File: config.mk
export PLATFORM = sky130hd
export DESIGN_NAME = pipe_stall_ctrl
export DESIGN_NICKNAME = d
export VERILOG_FILES = /design/src/rtl/pipe_stall_ctrl_pkg.sv /design/src/rtl/pipe_stall_ctrl_sat_counter.sv /design/src/rtl/pipe_stall_ctrl.sv
export SDC_FILE = /design/constraint.sdc
export NUM_CORES = 1
export LEC_CHECK = 0
export CORE_ASPECT_RATIO = 1.75
export CORE_MARGIN = 2
export CORE_UTILIZATION = 50
export CTS_CLUSTER_DIAMETER = 50
export CTS_CLUSTER_SIZE = 10
export DETAILED_ROUTE_END_ITERATION = 10
export GPL_TIMING_DRIVEN = 0
export PLACE_DENSITY = 0.8
export SETUP_SLACK_MARGIN = 0.15
export SYNTH_ARGS = -nofsm -noshare
export SYNTH_HDL_FRONTEND = slang
export SYNTH_HIERARCHICAL = 1
export SYNTH_SLANG_ARGS = --single-unit
File: constraint.sdc
create_clock -name clk -period 3.45 [get_ports clk]
set_clock_uncertainty 0.05 [all_clocks]
set_input_delay 0.69 -clock clk [delete_from_list [all_inputs] [get_ports clk]]
set_output_delay 0.69 -clock clk [all_outputs]
set_load 0.02 [all_outputs]
File: src/rtl/pipe_stall_ctrl_pkg.sv
// pipe_stall_ctrl_pkg
//   Shared constants for the pipeline stall/flush controller: stall/reset
//   polarities, the four legal stall-bus patterns, the multi-cycle FSM state
//   encodings and the stall-pattern priority selector.
package pipe_stall_ctrl_pkg;

    localparam logic STOP       = 1'b1;
    localparam logic NOSTOP     = 1'b0;
    localparam logic RST_ENABLE = 1'b1;

    // stall[0]=pc [1]=if [2]=id [3]=ex [4]=mem [5]=wb
    localparam logic [5:0] STALL_NONE = 6'b000000;
    localparam logic [5:0] STALL_ID   = 6'b000111;
    localparam logic [5:0] STALL_EX   = 6'b001111;
    localparam logic [5:0] STALL_MEM  = 6'b011111;

    typedef enum logic [1:0] {
        MC_IDLE = 2'b00,
        MC_BUSY = 2'b01,
        MC_DONE = 2'b10
    } mc_state_t;

    // Highest-priority request wins; a flush overrides every stall so the
    // flushed registers actually load their bubble this cycle.
    function automatic logic [5:0] stall_sel(input logic flush_req,
                                             input logic mem_req,
                                             input logic ex_req,
                                             input logic id_req);
        logic [5:0] s;
        s = STALL_NONE;
        if (flush_req)    s = STALL_NONE;
        else if (mem_req) s = STALL_MEM;
        else if (ex_req)  s = STALL_EX;
        else if (id_req)  s = STALL_ID;
        return s;
    endfunction

endpackage

File: src/rtl/pipe_stall_ctrl_sat_counter.sv
// sat_counter
//   Saturating up-counter used for the stall-cycle performance count.
//   Ports: clk, rst (sync, active-high), inc (count this cycle),
//          clear (sync clear), count [PERF_W-1:0] (holds at all-ones).
module sat_counter
    import pipe_stall_ctrl_pkg::*;
#(
    parameter int unsigned PERF_W = 32
) (
    input  logic              clk,
    input  logic              rst,
    input  logic              inc,
    input  logic              clear,
    output logic [PERF_W-1:0] count
);

    always_ff @(posedge clk) begin
        if (rst == RST_ENABLE || clear) begin
            count <= '0;
        end else if (inc && count != '1) begin
            count <= count + PERF_W'(1);
        end
    end

endmodule

File: src/rtl/pipe_stall_ctrl.sv
// pipe_stall_ctrl
//   Central stall/flush controller for the 6-stage core. Arbitrates stall
//   requests from ID/EX/MEM, sequences multi-cycle EX operations and counts
//   stalled cycles.
//   Ports:
//     clk, rst                      clock, sync active-high reset
//     stallreq_from_id/ex/mem       per-stage stall requests
//     ex_multi_start                EX holds a multi-cycle op (sampled in IDLE)
//     ex_multi_cycles [CYC_W-1:0]   op length N (0 treated as 1)
//     flush_req                     exception/eret flush request
//     stall [5:0]                   per-register stall bus, 1 = stop
//     flush                         flush all pipeline registers
//     multi_busy / multi_done       FSM in BUSY / result valid
//     stall_cnt [PERF_W-1:0]        saturating count of cycles with stall[0]
module pipe_stall_ctrl
    import pipe_stall_ctrl_pkg::*;
#(
    parameter int unsigned CYC_W  = 6,
    parameter int unsigned PERF_W = 32
) (
    input  logic              clk,
    input  logic              rst,
    input  logic              stallreq_from_id,
    input  logic              stallreq_from_ex,
    input  logic              stallreq_from_mem,
    input  logic              ex_multi_start,
    input  logic [CYC_W-1:0]  ex_multi_cycles,
    input  logic              flush_req,
    output logic [5:0]        stall,
    output logic              flush,
    output logic              multi_busy,
    output logic              multi_done,
    output logic [PERF_W-1:0] stall_cnt
);

    mc_state_t        state, state_nxt;
    logic [CYC_W-1:0] cnt, cnt_nxt;
    logic             ex_stall;
    logic             in_rst;

    assign in_rst = (rst == RST_ENABLE);

    // The start cycle itself stalls EX so the op stays in id_ex while BUSY.
    always_comb begin
        ex_stall = stallreq_from_ex
                 | ((state == MC_IDLE) & ex_multi_start)
                 | (state == MC_BUSY);
    end

    always_comb begin
        stall      = STALL_NONE;
        flush      = 1'b0;
        multi_busy = 1'b0;
        multi_done = 1'b0;
        if (!in_rst) begin
            stall      = stall_sel(flush_req, stallreq_from_mem, ex_stall,
                                   stallreq_from_id);
            flush      = flush_req;
            multi_busy = (state == MC_BUSY);
            multi_done = (state == MC_DONE) & ~flush_req;
        end
    end

    always_comb begin
        state_nxt = state;
        cnt_nxt   = cnt;
        if (flush_req) begin
            state_nxt = MC_IDLE;
        end else begin
            case (state)
                MC_IDLE: begin
                    if (ex_multi_start) begin
                        cnt_nxt   = (ex_multi_cycles == '0) ? CYC_W'(1)
                                                            : ex_multi_cycles;
                        state_nxt = MC_BUSY;
                    end
                end
                MC_BUSY: begin
                    // Counts down independent of stalls: the unit runs free.
                    cnt_nxt = cnt - CYC_W'(1);
                    if (cnt == CYC_W'(1)) begin
                        state_nxt = MC_DONE;
                    end
                end
                MC_DONE: begin
                    // Hold the result until EX can actually latch it.
                    if (stall[3] == NOSTOP) begin
                        state_nxt = MC_IDLE;
                    end
                end
                default: state_nxt = MC_IDLE;
            endcase
        end
    end

    always_ff @(posedge clk) begin
        if (in_rst) begin
            state <= MC_IDLE;
            cnt   <= '0;
        end else begin
            state <= state_nxt;
            cnt   <= cnt_nxt;
        end
    end

    sat_counter #(
        .PERF_W(PERF_W)
    ) u_sat_counter (
        .clk  (clk),
        .rst  (rst),
        .inc  (stall[0]),
        .clear(1'b0),
        .count(stall_cnt)
    );

endmodule
==> impl_summary.log, run 1 <==
INFO  metric worstPathCellList = clkdlybuf4s50_1 > buf_2 > nor3_4 > buf_4 > clkdlybuf4s50_1
INFO  metric synth_to_layout_area_growth = 30.7%
INFO  metric total_leakage_power = 0.885 nW
INFO  metric wire_length_of_the_first_global_routing_pass = 9210 um
INFO  metric rrSetupSlack = 1.10 ns
INFO  metric synth-edff-count = 0
INFO  metric timing_worst_setup_path_type = in -> out
INFO  metric grt_start_max_net_pins = 12
INFO  metric fmax = 310 MHz
INFO  metric yosys_warnings = 6
INFO  metric synth-compound-area-share = 0.232
INFO  metric yosys.area_share.adder = 0.0166
INFO  metric rsz0062_at_grt = no
INFO  metric period_minus_slack = 3.23 ns
INFO  metric h-tree-depth = 2
INFO  metric antenna_cells = 0
INFO  metric synth.mux.area_fraction = 0.00885
INFO  metric pre_cts_ws = -0.596 ns
INFO  metric holdWs = 0.420 ns
INFO  metric total_of_endpoints_with_negative_setup_slack_in_the_final_report = 0
INFO  metric synth_register_bits = 40
INFO  metric io-pin-count = 54
INFO  metric drc = 0
INFO  metric slowest_stage_delay_on_critical_path = 0.59 ns
INFO  metric reg2regPathDepth = 10
INFO  metric worstHoldPathType = reg -> reg
INFO  metric crit_path_top_delay_cell = sky130_fd_sc_hd__clkdlybuf4s50_1
INFO  metric commonest_cells_after_routing_fill_and_taps_aside = sky130_fd_sc_hd__clkdlybuf4s50_1, sky130_fd_sc_hd__dfxtp_1, sky130_fd_sc_hd__a21oi_1
INFO  metric synth_async_sr_flop_share = 0
INFO  metric design.final.nets = 342
INFO  metric cts_tree = yes
INFO  metric synthSimpleGateAreaFrac = 0.315
INFO  metric critical-path-top-cell-by-count = sky130_fd_sc_hd__clkdlybuf4s50_1
INFO  metric core_region_area = 0.00436 mm2
INFO  metric drive_gt1_frac = 0.144
INFO  metric grt-ovfl-total = 0
INFO  metric ys.flop_type = sky130_fd_sc_hd__dfxtp_1
INFO  metric post_synth_xor_area_fraction = 0.00774
INFO  metric hold-path-endpoint = cnt[1]$_SDFFE_PP0P_
INFO  metric synth_cell_type_count = 50
INFO  metric timing.max_cap.violations = 0
INFO  metric chipWidth = 54.8 um
INFO  metric max_fo_critical_path = 10
INFO  metric r2r-start = state[0]$_SDFFE_PP0P_
INFO  metric required = 2.71 ns
INFO  metric run_status = completed
INFO  metric finalWeightedCongestion = 0.752
INFO  metric avgSynthCellArea = 8.50 um2
INFO  metric wirelength = 5740 um
INFO  metric wl_per_cell = 15.2 um
INFO  metric cts-hold-fix-buffers = 0
INFO  metric dominant_combinational_cell_family_by_area_after_synthesis = simple AND/OR/NAND/NOR gates
INFO  metric placed_cells_incl_taps = 369
INFO  metric die-area = 0.00510 mm2
INFO  metric mostFrequentLayoutCell = sky130_fd_sc_hd__clkdlybuf4s50_1
INFO  metric layout.cells.non_filler = 378
INFO  metric dr_total_vias = 2,259
INFO  metric power_density = 303 mW/mm2
INFO  metric syn_inst = 266
INFO  metric buffer_ports.inserted = 51
INFO  metric worst_slack = 0.220 ns
INFO  metric synth.yosys.seq_area_share = 0.354
INFO  metric first_global_vias = 2,115
INFO  metric crit_arrival = 2.49 ns
INFO  metric detailedRoute.firstIterationViolations = 28
INFO  metric hold_violations = 0
INFO  metric clock_sinks = 40
INFO  metric cts_root_buf = sky130_fd_sc_hd__clkbuf_8
INFO  metric slew-limit-headroom = 0.468
INFO  metric row_count = 32
INFO  metric syn_area = 0.00226 mm2
INFO  metric clock_slew_seen_by_the_registers_of_the_worst_setup_and_hold_paths = 0.07 ns
INFO  metric cp-end-kind = primary output
INFO  metric detail_route.vias_per_cell = 5.98
INFO  metric clock_insertion_delay_worst_skew = 0.29 ns
INFO  metric chipHeight = 93.0 um
INFO  metric min_period_over_period = 0.936
INFO  metric dp_hpwl = 4270 um
INFO  metric timing.final.max_slew_violations = 0
INFO  metric holdPathStages = 2
INFO  metric drt_first_pass_iters = 4
INFO  metric ctsLongestPathBuffers = 2
INFO  metric hold_path.startpoint = cnt[1]$_SDFFE_PP0P_
INFO  metric antenna_found_initial = 0
INFO  metric inserted_clock_buffers = 5
INFO  metric antenna_violating_nets_left = 0
INFO  metric vdd.ir_drop.worst = 308 uV
INFO  metric tightest_slew = 0.786 ns
INFO  metric grt_util_all_layers = 0.240
INFO  metric floorplan.initialDensity = 0.518
INFO  metric critical_path.reg2reg.endpoint = u_sat_counter/count[17]$_SDFFE_PP0P_
INFO  metric worstSetupStartpointType = input port
cells in the mapped netlist, types with 2 or more instances:
cell type	count	share of area
sky130_fd_sc_hd__clkbuf_1	5	0.0083
sky130_fd_sc_hd__nand2b_1	4	0.011
sky130_fd_sc_hd__buf_4	3	0.010
sky130_fd_sc_hd__o21ai_0	11	0.024
sky130_fd_sc_hd__inv_1	6	0.010
sky130_fd_sc_hd__and4_4	2	0.010
sky130_fd_sc_hd__nor2_1	11	0.018
sky130_fd_sc_hd__a21oi_2	7	0.027
sky130_fd_sc_hd__or3_2	4	0.013
sky130_fd_sc_hd__dfxtp_1	40	0.35
sky130_fd_sc_hd__nand3_1	13	0.029
sky130_fd_sc_hd__o211ai_1	2	0.0066
sky130_fd_sc_hd__nor3b_1	3	0.010
sky130_fd_sc_hd__buf_6	6	0.030
sky130_fd_sc_hd__o31ai_4	2	0.019
sky130_fd_sc_hd__nand2_1	16	0.027
sky130_fd_sc_hd__nor2b_1	2	0.0055
sky130_fd_sc_hd__or4_1	9	0.030
sky130_fd_sc_hd__a21o_1	2	0.0066
sky130_fd_sc_hd__mux2i_1	2	0.0088
sky130_fd_sc_hd__nand4_1	9	0.025
sky130_fd_sc_hd__nor4_1	3	0.0083
sky130_fd_sc_hd__a21oi_1	29	0.064
sky130_fd_sc_hd__o31ai_1	9	0.030
sky130_fd_sc_hd__or3_1	18	0.050
sky130_fd_sc_hd__and3_2	2	0.0066
sky130_fd_sc_hd__ha_1	3	0.017
sky130_fd_sc_hd__and4_1	4	0.015
sky130_fd_sc_hd__nor3_1	9	0.020
sky130_fd_sc_hd__o21ai_1	9	0.020
sky130_fd_sc_hd__nand2_2	2	0.0055
cell type report:
cell class                 instances  area [um2]
fill                             386        1410
multi-input combinational        205        1340
sequential                        40         801
timing repair buffer              52         518
buffer                            16         124
clock buffer                       8        90.1
tap                               51        63.8
inverter                           6        22.5
logic make-up (layout without fill, tap and decap cells):
family,count (synthesis),in the layout
simple gates,119,119
compound gates,77,77
flops,40,40
buf+inv,22,82
fa+ha+maj,3,3
xor+xnor,2,2
mux,2,2
other cells,1,2
stage by stage:
step | setup TNS [ns] | cell area (um2) | utilization | power, mW
2_1_floorplan | 0 | 2270 | - | 0.544
3_3_place_gp | -6.45 | 2840 | 0.651 | 0.581
3_5_place_dp | -6.45 | 2840 | 0.651 | 0.582
4_1_cts | 0 | 2950 | 0.676 | 0.901
5_1_grt | 0 | 2960 | 0.677 | 0.930
6_report | 0 | 2960 | 0.677 | 0.895
critical path, delay by kind of cell:
| family | cells | cell delay [ns] |
|---|---|---|
| buf+inv | 4 | 1.57 |
| simple gates | 1 | 0.23 |
report_power, final:
part	switching [mW]	leakage (nW)	total [mW]	internal, mW
Clock	0.156	0.0455	0.319	0.163
Sequential	0.00629	0.323	0.473	0.467
Combinational	0.0551	0.516	0.102	0.0472
how the worst max path moves through the flow:
stage	from	to
2_1_floorplan	rst	u_sat_counter/count[19]$_SDFFE_PP0P_
3_3_place_gp	rst	stall[1]
3_5_place_dp	rst	stall[1]
4_1_cts	rst	stall[1]
5_1_grt	rst	stall[2]
6_report	rst	stall[1]
state kept, by name, summed over array words and instances, names as in the netlist:
register / count
state: 2
cnt: 6
u_sat_counter/count: 32
layer usage:
layer  vias to the layer above  wire (um)  GRT usage
li1                       1118          -          -
met1                      1079       2210      0.235
met2                        47       3170      0.441
met3                        15        186     0.0463
met4                         0        177      0.117
met5                         -          0          0
repair_timing:
item | CTS | global route
gates resized for setup | 3 | 2
pin swaps | 1 | 0
cloned | 0 | 0
endpoints found under the hold margin | 0 | 0
setup buffers | 1 | 0
setup endpoints to repair | 16 | 2
No activity file was read; power rests on OpenSTA's default activity.
==> run 2, diff against run 1 <==
--- a/config.mk
+++ b/config.mk
@@ -8,6 +8,7 @@
 export CORE_ASPECT_RATIO = 1.75
 export CORE_MARGIN = 2
 export CORE_UTILIZATION = 50
+export CTS_BUF_LIST = sky130_fd_sc_hd__clkbuf_4
 export CTS_CLUSTER_DIAMETER = 50
 export CTS_CLUSTER_SIZE = 10
 export DETAILED_ROUTE_END_ITERATION = 10
==> constraint.sdc (replaced) <==
create_clock -name clk -period 4 [get_ports clk]
set_clock_uncertainty 0.05 [all_clocks]
set_input_delay 0.8 -clock clk [delete_from_list [all_inputs] [get_ports clk]]
set_output_delay 0.8 -clock clk [all_outputs]
set_load 0.02 [all_outputs]
==> run 2 against run 1 <==
  * Combinational power down 15%
  * First-iteration DRC count up 110%
  * Final cell count down 0.26%
  * Largest power group unchanged
  * Non-clock buffer count down 1
  * Core utilization down 1.1 points
  * Register-to-register slack better by 0.48 ns
  * Wire length down 0.26%
  * Critical path depth unchanged
  * Die area unchanged
  * Worst setup slack better by 0.055 ns
  * Power down 21%
==> impl_summary.log, run 2 (same netlist as run 1, synthesis figures left out) <==
INFO  metric first_global_vias = 2,072 (was 2,115)
INFO  metric run_status = completed (unchanged)
INFO  metric holdWs = 0.425 ns (was 0.420 ns)
INFO  metric largest_regs = u_sat_counter/count (32), cnt (6), state (2) (unchanged)
INFO  metric buffer_ports.inserted = 51 (unchanged)
INFO  metric power_density = 243 mW/mm2 (was 303 mW/mm2)
INFO  metric mostFrequentLayoutCell = sky130_fd_sc_hd__clkdlybuf4s50_1 (unchanged)
INFO  metric grt_start_max_net_pins = 12 (unchanged)
INFO  metric wl_per_cell = 15.2 um (about the same)
INFO  metric antenna_violating_nets_left = 0 (unchanged)
INFO  metric fmax = 269 MHz
INFO  metric drive_gt1_frac = 0.138 (was 0.144)
INFO  metric io-pin-count = 54 (unchanged)
INFO  metric postCtsSetupRepairBufs = 0 (was 1)
INFO  metric wirelength = 5730 um (was 5740 um)
INFO  metric final_area = 0.00291 mm2 (was 0.00296 mm2)
INFO  metric total_of_endpoints_with_negative_setup_slack_in_the_final_report = 0 (unchanged)
INFO  metric clock_sinks = 40 (unchanged)
INFO  metric design.final.nets = 341 (was 342)
INFO  metric chipWidth = 54.8 um (unchanged)
INFO  metric drc = 0 (unchanged)
INFO  metric timing.max_cap.violations = 0 (unchanged)
INFO  metric reg2regPathDepth = 9 (was 10)
INFO  metric detailedRoute.firstIterationViolations = 58 (was 28)
INFO  metric power.share.sequential = 0.578 (was 0.529)
INFO  metric critical_path.reg2reg.endpoint = u_sat_counter/count[17]$_SDFFE_PP0P_ (unchanged)
INFO  metric commonest_cells_after_routing_fill_and_taps_aside = sky130_fd_sc_hd__clkdlybuf4s50_1, sky130_fd_sc_hd__dfxtp_1, sky130_fd_sc_hd__a21oi_1 (unchanged)
INFO  metric number_of_flip_flops_under_the_largest_register_name = 32 (unchanged)
INFO  metric num-fill-cells = 387 (was 386)
INFO  metric top_usage_layer = met2 (unchanged)
INFO  metric antenna_found_initial = 0 (unchanged)
INFO  metric power.share.clock = 0.300 (was 0.356)
INFO  metric row_count = 32 (unchanged)
INFO  metric crit_path_start = rst (unchanged)
INFO  metric finalWeightedCongestion = 0.752 (unchanged)
INFO  metric period_minus_slack = 3.72 ns
INFO  metric timing.final.max_slew_violations = 0 (unchanged)
INFO  metric path_buf_inv = 4 (unchanged)
INFO  metric slew-limit-headroom = 0.460 (was 0.468)
INFO  metric inserted_clock_buffers = 5 (unchanged)
INFO  metric timing.critical_path.max_delay_family = buffers and inverters (unchanged)
INFO  metric h-tree-depth = 2 (unchanged)
INFO  metric detail_route.vias_per_cell = 5.98 (about the same)
INFO  metric rrSetupSlack = 1.58 ns (was 1.10 ns)
INFO  metric drt_first_pass_iters = 4 (unchanged)
INFO  metric critical-path-top-cell-by-count = sky130_fd_sc_hd__clkdlybuf4s50_1 (unchanged)
INFO  metric total_leakage_power = 0.865 nW (was 0.885 nW)
INFO  metric multi_input_area = 0.00133 mm2 (was 0.00134 mm2)
INFO  metric dp_hpwl = 4270 um (unchanged)
INFO  metric cts_tree = yes (unchanged)
INFO  metric layout.cells.non_filler = 377 (was 378)
INFO  metric synth_to_layout_area_growth = 28.5% (was 30.7%)
INFO  metric worstSetupStartpointType = input port (unchanged)
INFO  metric ctsLongestPathBuffers = 2 (unchanged)
INFO  metric tightest_slew = 0.797 ns (was 0.786 ns)
INFO  metric floorplan.initialDensity = 0.518 (unchanged)
INFO  metric cts-hold-fix-buffers = 0 (unchanged)
INFO  metric total_switching_power = 0.183 mW (was 0.217 mW)
INFO  metric cts_root_buf = sky130_fd_sc_hd__clkbuf_4 (was sky130_fd_sc_hd__clkbuf_8)
INFO  metric top_reg_by_flops = u_sat_counter/count (unchanged)
INFO  metric cp-end-kind = primary output (unchanged)
INFO  metric chipHeight = 93.0 um (unchanged)
INFO  metric worstHoldPathType = reg -> reg (unchanged)
INFO  metric crit_arrival = 2.87 ns (was 2.49 ns)
INFO  metric clock_insertion_delay_worst_skew = 0.35 ns (was 0.29 ns)
INFO  metric groute.layer.met1.usage = 0.238 (was 0.235)
INFO  metric crit_path_top_delay_cell = sky130_fd_sc_hd__clkdlybuf4s50_1 (unchanged)
INFO  metric grt.met2_usage = 0.445 (was 0.441)
INFO  metric max_fo_critical_path = 10 (unchanged)
INFO  metric r2r-start = state[0]$_SDFFE_PP0P_ (unchanged)
INFO  metric die-area = 0.00510 mm2 (unchanged)
INFO  metric required = 3.15 ns (was 2.71 ns)
INFO  metric timing_worst_setup_path_type = in -> out (unchanged)
INFO  metric clock_slew_seen_by_the_registers_of_the_worst_setup_and_hold_paths = 0.11 ns (was 0.07 ns)
INFO  metric min_period_over_period = 0.931
INFO  metric critical_path_depth = 5 (unchanged)
INFO  metric vdd.ir_drop.worst = 204 uV (was 308 uV)
INFO  metric final_core_util = 0.666 (was 0.677)
INFO  metric worstPathCellList = clkdlybuf4s50_1 > clkbuf_1 > nor3_4 > buf_4 > clkdlybuf4s50_1 (was clkdlybuf4s50_1 > buf_2 > nor3_4 > buf_4 > clkdlybuf4s50_1)
INFO  metric swShare = 0.259 (was 0.243)
INFO  metric slowest_stage_delay_on_critical_path = 0.59 ns (about the same)
INFO  metric grt_util_met3 = 0.0383 (was 0.0463)
INFO  metric dr_total_vias = 2,253 (was 2,259)
INFO  metric internal_power = 0.524 mW (was 0.678 mW)
INFO  metric p_comb_frac = 0.122 (was 0.114)
INFO  metric final-seq-area = 801 um2 (unchanged)
INFO  metric grt_util_all_layers = 0.238 (was 0.240)
INFO  metric core_region_area = 0.00436 mm2 (unchanged)
INFO  metric grt-ovfl-total = 0 (unchanged)
INFO  metric rsz0062_at_grt = no (unchanged)
INFO  metric wire_length_of_the_first_global_routing_pass = 9120 um (was 9210 um)
INFO  metric detailed_place.area = 0.00284 mm2 (unchanged)
INFO  metric hold_violations = 0 (unchanged)
INFO  metric cp-endpoint = stall[1] (unchanged)
INFO  metric antenna_cells = 0 (unchanged)
INFO  metric placed_cells_incl_taps = 369 (unchanged)
run 2: power by group through the flow:
stage	Combinational [mW]	Clock, mW	Sequential (mW)
global route	0.0936	0.230	0.410
floorplan	0.0521	0	0.417
global placement	0.0839	0	0.417
detailed placement	0.0847	0	0.418
CTS	0.0863	0.216	0.409
finish	0.0865	0.212	0.409
run 2: metrics by stage:
step / power, mW / setup TNS (ns) / setup WS (ns)
after floorplan: 0.469 / 0 / 0.681
after global placement: 0.501 / -0.782 / -0.278
after detailed placement: 0.502 / -0.731 / -0.266
after CTS: 0.711 / 0 / 0.229
after global routing: 0.733 / 0 / 0.168
final: 0.707 / 0 / 0.276
run 2: worst min-delay path, delay by kind of cell (launching register included):
| family | cells | cell delay (ns) |
|---|---|---|
| AO/OA/AOI/OAI | 1 | 0.05 |
| flip-flops | 1 | 0.33 |
| AND/OR/NAND/NOR | 1 | 0.05 |
run 2: worst min-delay path by stage:
| stage | end | startpoint | slack, ns | cells past startpoint |
|---|---|---|---|---|
| after floorplan | cnt[1]$_SDFFE_PP0P_ | cnt[1]$_SDFFE_PP0P_ | 0.39 | 2 |
| after global placement | cnt[1]$_SDFFE_PP0P_ | cnt[1]$_SDFFE_PP0P_ | 0.40 | 2 |
| after detailed placement | cnt[1]$_SDFFE_PP0P_ | cnt[1]$_SDFFE_PP0P_ | 0.41 | 2 |
| after CTS | cnt[1]$_SDFFE_PP0P_ | cnt[1]$_SDFFE_PP0P_ | 0.43 | 2 |
| after global routing | cnt[1]$_SDFFE_PP0P_ | cnt[1]$_SDFFE_PP0P_ | 0.45 | 2 |
| final | cnt[1]$_SDFFE_PP0P_ | cnt[1]$_SDFFE_PP0P_ | 0.42 | 2 |
run 2: repair_timing:
action | 4_1_cts | 5_1_grt
endpoints found under the setup margin | 3 | 2
resized for setup | 2 | 0
pin swaps | 0 | 1
endpoints found under the hold margin | 0 | 0
run 2: cell type report:
class	instances	share of cell area
inverters	6	0.00775
plain buffers	16	0.0422
clock buffers	7	0.0181
clock inverters	1	0.00129
multi-input cells	205	0.458
repair buffers	51	0.176
flip-flops and latches	40	0.275
well taps	51	0.0219
run 2: per-layer routing:
layer	part of all wire	vias to the layer above	routed length, um
li1	-	1120	-
met1	0.38	1075	2180
met2	0.56	47	3200
met3	0.035	11	202
met4	0.025	0	144
met5	0	-	0
==> run 3, diff against run 2 <==
--- a/config.mk
+++ b/config.mk
@@ -5,15 +5,16 @@
 export SDC_FILE = /design/constraint.sdc
 export NUM_CORES = 1
 export LEC_CHECK = 0
+export ABC_AREA = 1
 export CORE_ASPECT_RATIO = 1.75
 export CORE_MARGIN = 2
-export CORE_UTILIZATION = 50
+export CORE_UTILIZATION = 53
 export CTS_BUF_LIST = sky130_fd_sc_hd__clkbuf_4
 export CTS_CLUSTER_DIAMETER = 50
 export CTS_CLUSTER_SIZE = 10
 export DETAILED_ROUTE_END_ITERATION = 10
 export GPL_TIMING_DRIVEN = 0
-export PLACE_DENSITY = 0.8
+export PLACE_DENSITY = 0.82
 export SETUP_SLACK_MARGIN = 0.15
 export SYNTH_ARGS = -nofsm -noshare
 export SYNTH_HDL_FRONTEND = slang
==> constraint.sdc (replaced) <==
create_clock -name clk -period 4.28 [get_ports clk]
set_clock_uncertainty 0.05 [all_clocks]
set_input_delay 0.856 -clock clk [delete_from_list [all_inputs] [get_ports clk]]
set_output_delay 0.856 -clock clk [all_outputs]
set_load 0.02 [all_outputs]
==> run 3 against run 2 <==
  * Design area is 14% higher
  * Register-to-register slack better by 0.26 ns
  * Combinational power is 2% higher
  * Sequential power is 6.6% lower
  * Synthesized cell count is 62% higher
  * Clock power is 21% higher
  * Critical path type unchanged
  * Highest routed layer unchanged
==> impl_summary.log, run 3 <==
INFO  metric antenna_cells = 0 (unchanged)
INFO  metric drive_gt1_frac = 0.112 (was 0.138)
INFO  metric synth_async_sr_flop_share = 0 (unchanged)
INFO  metric tightest_slew = 0.783 ns (was 0.797 ns)
INFO  metric grt-ovfl-total = 0 (unchanged)
INFO  metric setup_total_negative_slack = 0 ns (unchanged)
INFO  metric cts-hold-fix-buffers = 0 (unchanged)
INFO  metric worst_slack = 0.701 ns (was 0.276 ns)
INFO  metric crit_arrival = 2.67 ns (was 2.87 ns)
INFO  metric required = 3.37 ns (was 3.15 ns)
INFO  metric clock_slew_seen_by_the_registers_of_the_worst_setup_and_hold_paths = 0.12 ns (was 0.11 ns)
INFO  metric row_count = 34 (was 32)
INFO  metric cp-end-kind = primary output (unchanged)
INFO  metric max_fo_critical_path = 8 (was 10)
INFO  metric critical-path-top-cell-by-count = sky130_fd_sc_hd__clkdlybuf4s50_1 (unchanged)
INFO  metric timing.final.max_slew_violations = 0 (unchanged)
INFO  metric run_status = completed (unchanged)
INFO  metric dr_total_vias = 2,906 (was 2,253)
INFO  metric ys.flop_type = sky130_fd_sc_hd__dfxtp_1 (unchanged)
INFO  metric post-synth-top-count-cell = sky130_fd_sc_hd__nand2_1 (was sky130_fd_sc_hd__dfxtp_1)
INFO  metric vdd.ir_drop.worst = 270 uV (was 204 uV)
INFO  metric synth_to_layout_area_growth = 25.4% (was 28.5%)
INFO  metric io-pin-count = 54 (unchanged)
INFO  metric total_leakage_power = 1.24 nW (was 0.865 nW)
INFO  metric synth_cell_type_count = 31 (was 50)
INFO  metric worstSetupStartpointType = input port (unchanged)
INFO  metric chipHeight = 97.5 um (was 93.0 um)
INFO  metric h-tree-depth = 2 (unchanged)
INFO  metric clock_insertion_delay_worst_skew = 0.35 ns (about the same)
INFO  metric dp_hpwl = 5860 um (was 4270 um)
INFO  metric timing_worst_setup_path_type = in -> out (unchanged)
INFO  metric finalWeightedCongestion = 0.994 (was 0.752)
INFO  metric synth-edff-count = 0 (unchanged)
INFO  metric timing.max_cap.violations = 0 (unchanged)
INFO  metric post-synth-top-area-fraction = 0.302 (was 0.354)
INFO  metric inserted_clock_buffers = 5 (unchanged)
INFO  metric wire_length_of_the_first_global_routing_pass = 12,300 um (was 9120 um)
INFO  metric synth.yosys.seq_area_share = 0.302 (was 0.354)
INFO  metric number_of_flip_flops_under_the_largest_register_name = 32 (unchanged)
INFO  metric floorplan.initialDensity = 0.542 (was 0.518)
INFO  metric pre_cts_ws = 0.671 ns (was -0.266 ns)
INFO  metric num-fill-cells = 470 (was 387)
INFO  metric synth_area_leader_cell = sky130_fd_sc_hd__dfxtp_1 (unchanged)
INFO  metric syn_inst = 431 (was 266)
INFO  metric synth_register_bits = 40 (unchanged)
INFO  metric crit_path_top_delay_cell = sky130_fd_sc_hd__clkdlybuf4s50_1 (unchanged)
INFO  metric cts_root_buf = sky130_fd_sc_hd__clkbuf_4 (unchanged)
INFO  metric power_density = 219 mW/mm2 (was 243 mW/mm2)
INFO  metric synth_area_leaders = sky130_fd_sc_hd__dfxtp_1, sky130_fd_sc_hd__nand2_1, sky130_fd_sc_hd__nor2_1 (was sky130_fd_sc_hd__dfxtp_1, sky130_fd_sc_hd__a21oi_1, sky130_fd_sc_hd__or3_1)
INFO  metric first_global_vias = 2,792 (was 2,072)
INFO  metric clock_sinks = 40 (unchanged)
INFO  metric post_synth_most_frequent_cells = sky130_fd_sc_hd__nand2_1, sky130_fd_sc_hd__nor2_1, sky130_fd_sc_hd__nand3_1, sky130_fd_sc_hd__dfxtp_1, sky130_fd_sc_hd__inv_1 (was sky130_fd_sc_hd__dfxtp_1, sky130_fd_sc_hd__a21oi_1, sky130_fd_sc_hd__or3_1, sky130_fd_sc_hd__nand2_1, sky130_fd_sc_hd__nand3_1)
INFO  metric worstPathCellList = clkdlybuf4s50_1 > buf_2 > nor2_2 > o21a_1 > buf_4 > clkdlybuf4s50_1 (was clkdlybuf4s50_1 > clkbuf_1 > nor3_4 > buf_4 > clkdlybuf4s50_1)
INFO  metric wl_per_cell = 13.7 um (was 15.2 um)
INFO  metric post_cts_resized = 0 (was 2)
INFO  metric slew-limit-headroom = 0.476 (was 0.460)
INFO  metric postCtsSetupRepairBufs = 0 (unchanged)
INFO  metric chipWidth = 57.5 um (was 54.8 um)
INFO  metric core_region_area = 0.00489 mm2 (was 0.00436 mm2)
INFO  metric wirelength = 7450 um (was 5730 um)
INFO  metric cts_tree = yes (unchanged)
INFO  metric worstHoldPathType = reg -> reg (unchanged)
INFO  metric syn_area = 0.00265 mm2 (was 0.00226 mm2)
INFO  metric antenna_violating_nets_left = 0 (unchanged)
INFO  metric largest_regs = u_sat_counter/count (32), cnt (6), state (2) (unchanged)
INFO  metric detailedRoute.firstIterationViolations = 202 (was 58)
INFO  metric mostFrequentLayoutCell = sky130_fd_sc_hd__nand2_1 (was sky130_fd_sc_hd__clkdlybuf4s50_1)
INFO  metric detail_route.vias_per_cell = 5.32 (was 5.98)
INFO  metric period_minus_slack = 3.58 ns
INFO  metric drt_first_pass_iters = 4 (unchanged)
INFO  metric fmax = 279 MHz
INFO  metric antenna_found_initial = 0 (unchanged)
INFO  metric total_of_endpoints_with_negative_setup_slack_in_the_final_report = 0 (unchanged)
INFO  metric hold_violations = 0 (unchanged)
INFO  metric commonest_cells_after_routing_fill_and_taps_aside = sky130_fd_sc_hd__nand2_1, sky130_fd_sc_hd__nor2_1, sky130_fd_sc_hd__clkdlybuf4s50_1 (was sky130_fd_sc_hd__clkdlybuf4s50_1, sky130_fd_sc_hd__dfxtp_1, sky130_fd_sc_hd__a21oi_1)
INFO  metric design.final.nets = 507 (was 341)
INFO  metric drc = 0 (unchanged)
INFO  metric avgSynthCellArea = 6.15 um2 (was 8.50 um2)
INFO  metric top_reg_by_flops = u_sat_counter/count (unchanged)
INFO  metric grt_util_all_layers = 0.277 (was 0.238)
INFO  metric yosys_warnings = 6 (unchanged)
INFO  metric min_period_over_period = 0.836
INFO  metric slowest_stage_delay_on_critical_path = 0.59 ns (about the same)
INFO  metric die-area = 0.00560 mm2 (was 0.00510 mm2)
INFO  metric buffer_ports.inserted = 52 (was 51)
INFO  metric rsz0062_at_grt = no (unchanged)
INFO  metric grt_start_max_net_pins = 13 (was 12)
INFO  metric ctsLongestPathBuffers = 2 (unchanged)
==> run 3: cell types whose count changed after synthesis, sizes merged, moves of 5 or more <==
cell    delta
o31ai     -11
or4       -10
clkbuf     -5
nand3     +38
and4       -7
nand4      -6
o21ai     -14
nand2    +105
inv       +35
nor2      +89
or3       -22
==> run 3: area by class of cell <==
cell class,instances,area (um2),area share
Multi-Input combinational cell,338,1600,0.482
Sequential cell,40,801,0.241
Tap cell,54,67.6,0.0203
Timing Repair Buffer,52,520,0.157
Clock inverter,2,35.0,0.0105
Clock buffer,6,45.0,0.0136
Inverter,42,159,0.0478
Buffer,12,93.8,0.0282
==> run 3: kinds of logic (layout without fill, tap and decap cells) <==
kind of cell    Yosys count  count (layout)  synth area share
simple gates            289             289             0.498
buf+inv                  54             114            0.0954
compound gates           42              42            0.0826
flops                    40              40             0.302
fa+ha+maj                 3               3            0.0142
xor+xnor                  2               2           0.00661
other cells               1               2           0.00142
==> run 3: stage by stage <==
step                cell area (um2)  hold slack [ns]  total power [mW]  cells   util
floorplan                      2650            0.421             0.446    432      -
global placement               3240            0.433             0.477    538  0.663
detailed placement             3240            0.451             0.479    538  0.663
CTS                            3320            0.471             0.731    546  0.679
global route                   3320            0.490             0.757    546  0.679
finish                         3320            0.464             0.727    546  0.679
==> run 3: path summary, 6_finish.rpt <==
path,depth (start not counted),to,from,slack [ns]
setup reg to reg,13,u_sat_counter/count[31]$_SDFFE_PP0P_,state[0]$_SDFFE_PP0P_,1.84
hold / removal,2,cnt[1]$_SDFFE_PP0P_,cnt[1]$_SDFFE_PP0P_,0.46
hold reg to reg,2,cnt[1]$_SDFFE_PP0P_,cnt[1]$_SDFFE_PP0P_,0.46
setup / recovery,6,stall[1],rst,0.70
==> run 3: power by group <==
group	leakage [nW]	internal [mW]	switching, mW
Combinational	0.874	0.0370	0.0515
Sequential	0.323	0.377	0.00474
Clock	0.0456	0.129	0.127
Total	1.24	0.543	0.184
==> run 3: critical path, delay by kind of cell <==
kind / cells / cell delay [ns]
AND/OR/NAND/NOR: 1 / 0.16
AO/OA/AOI/OAI: 1 / 0.30
buffers and inverters: 4 / 1.35
==> run 3: routing by layer <==
layer  up-vias  track usage  wire (um)
met5         -            0          0
met4         0        0.131        299
met3        21       0.0360        348
met2        95        0.534       4140
met1      1301        0.275       2660
li1       1489            -          -
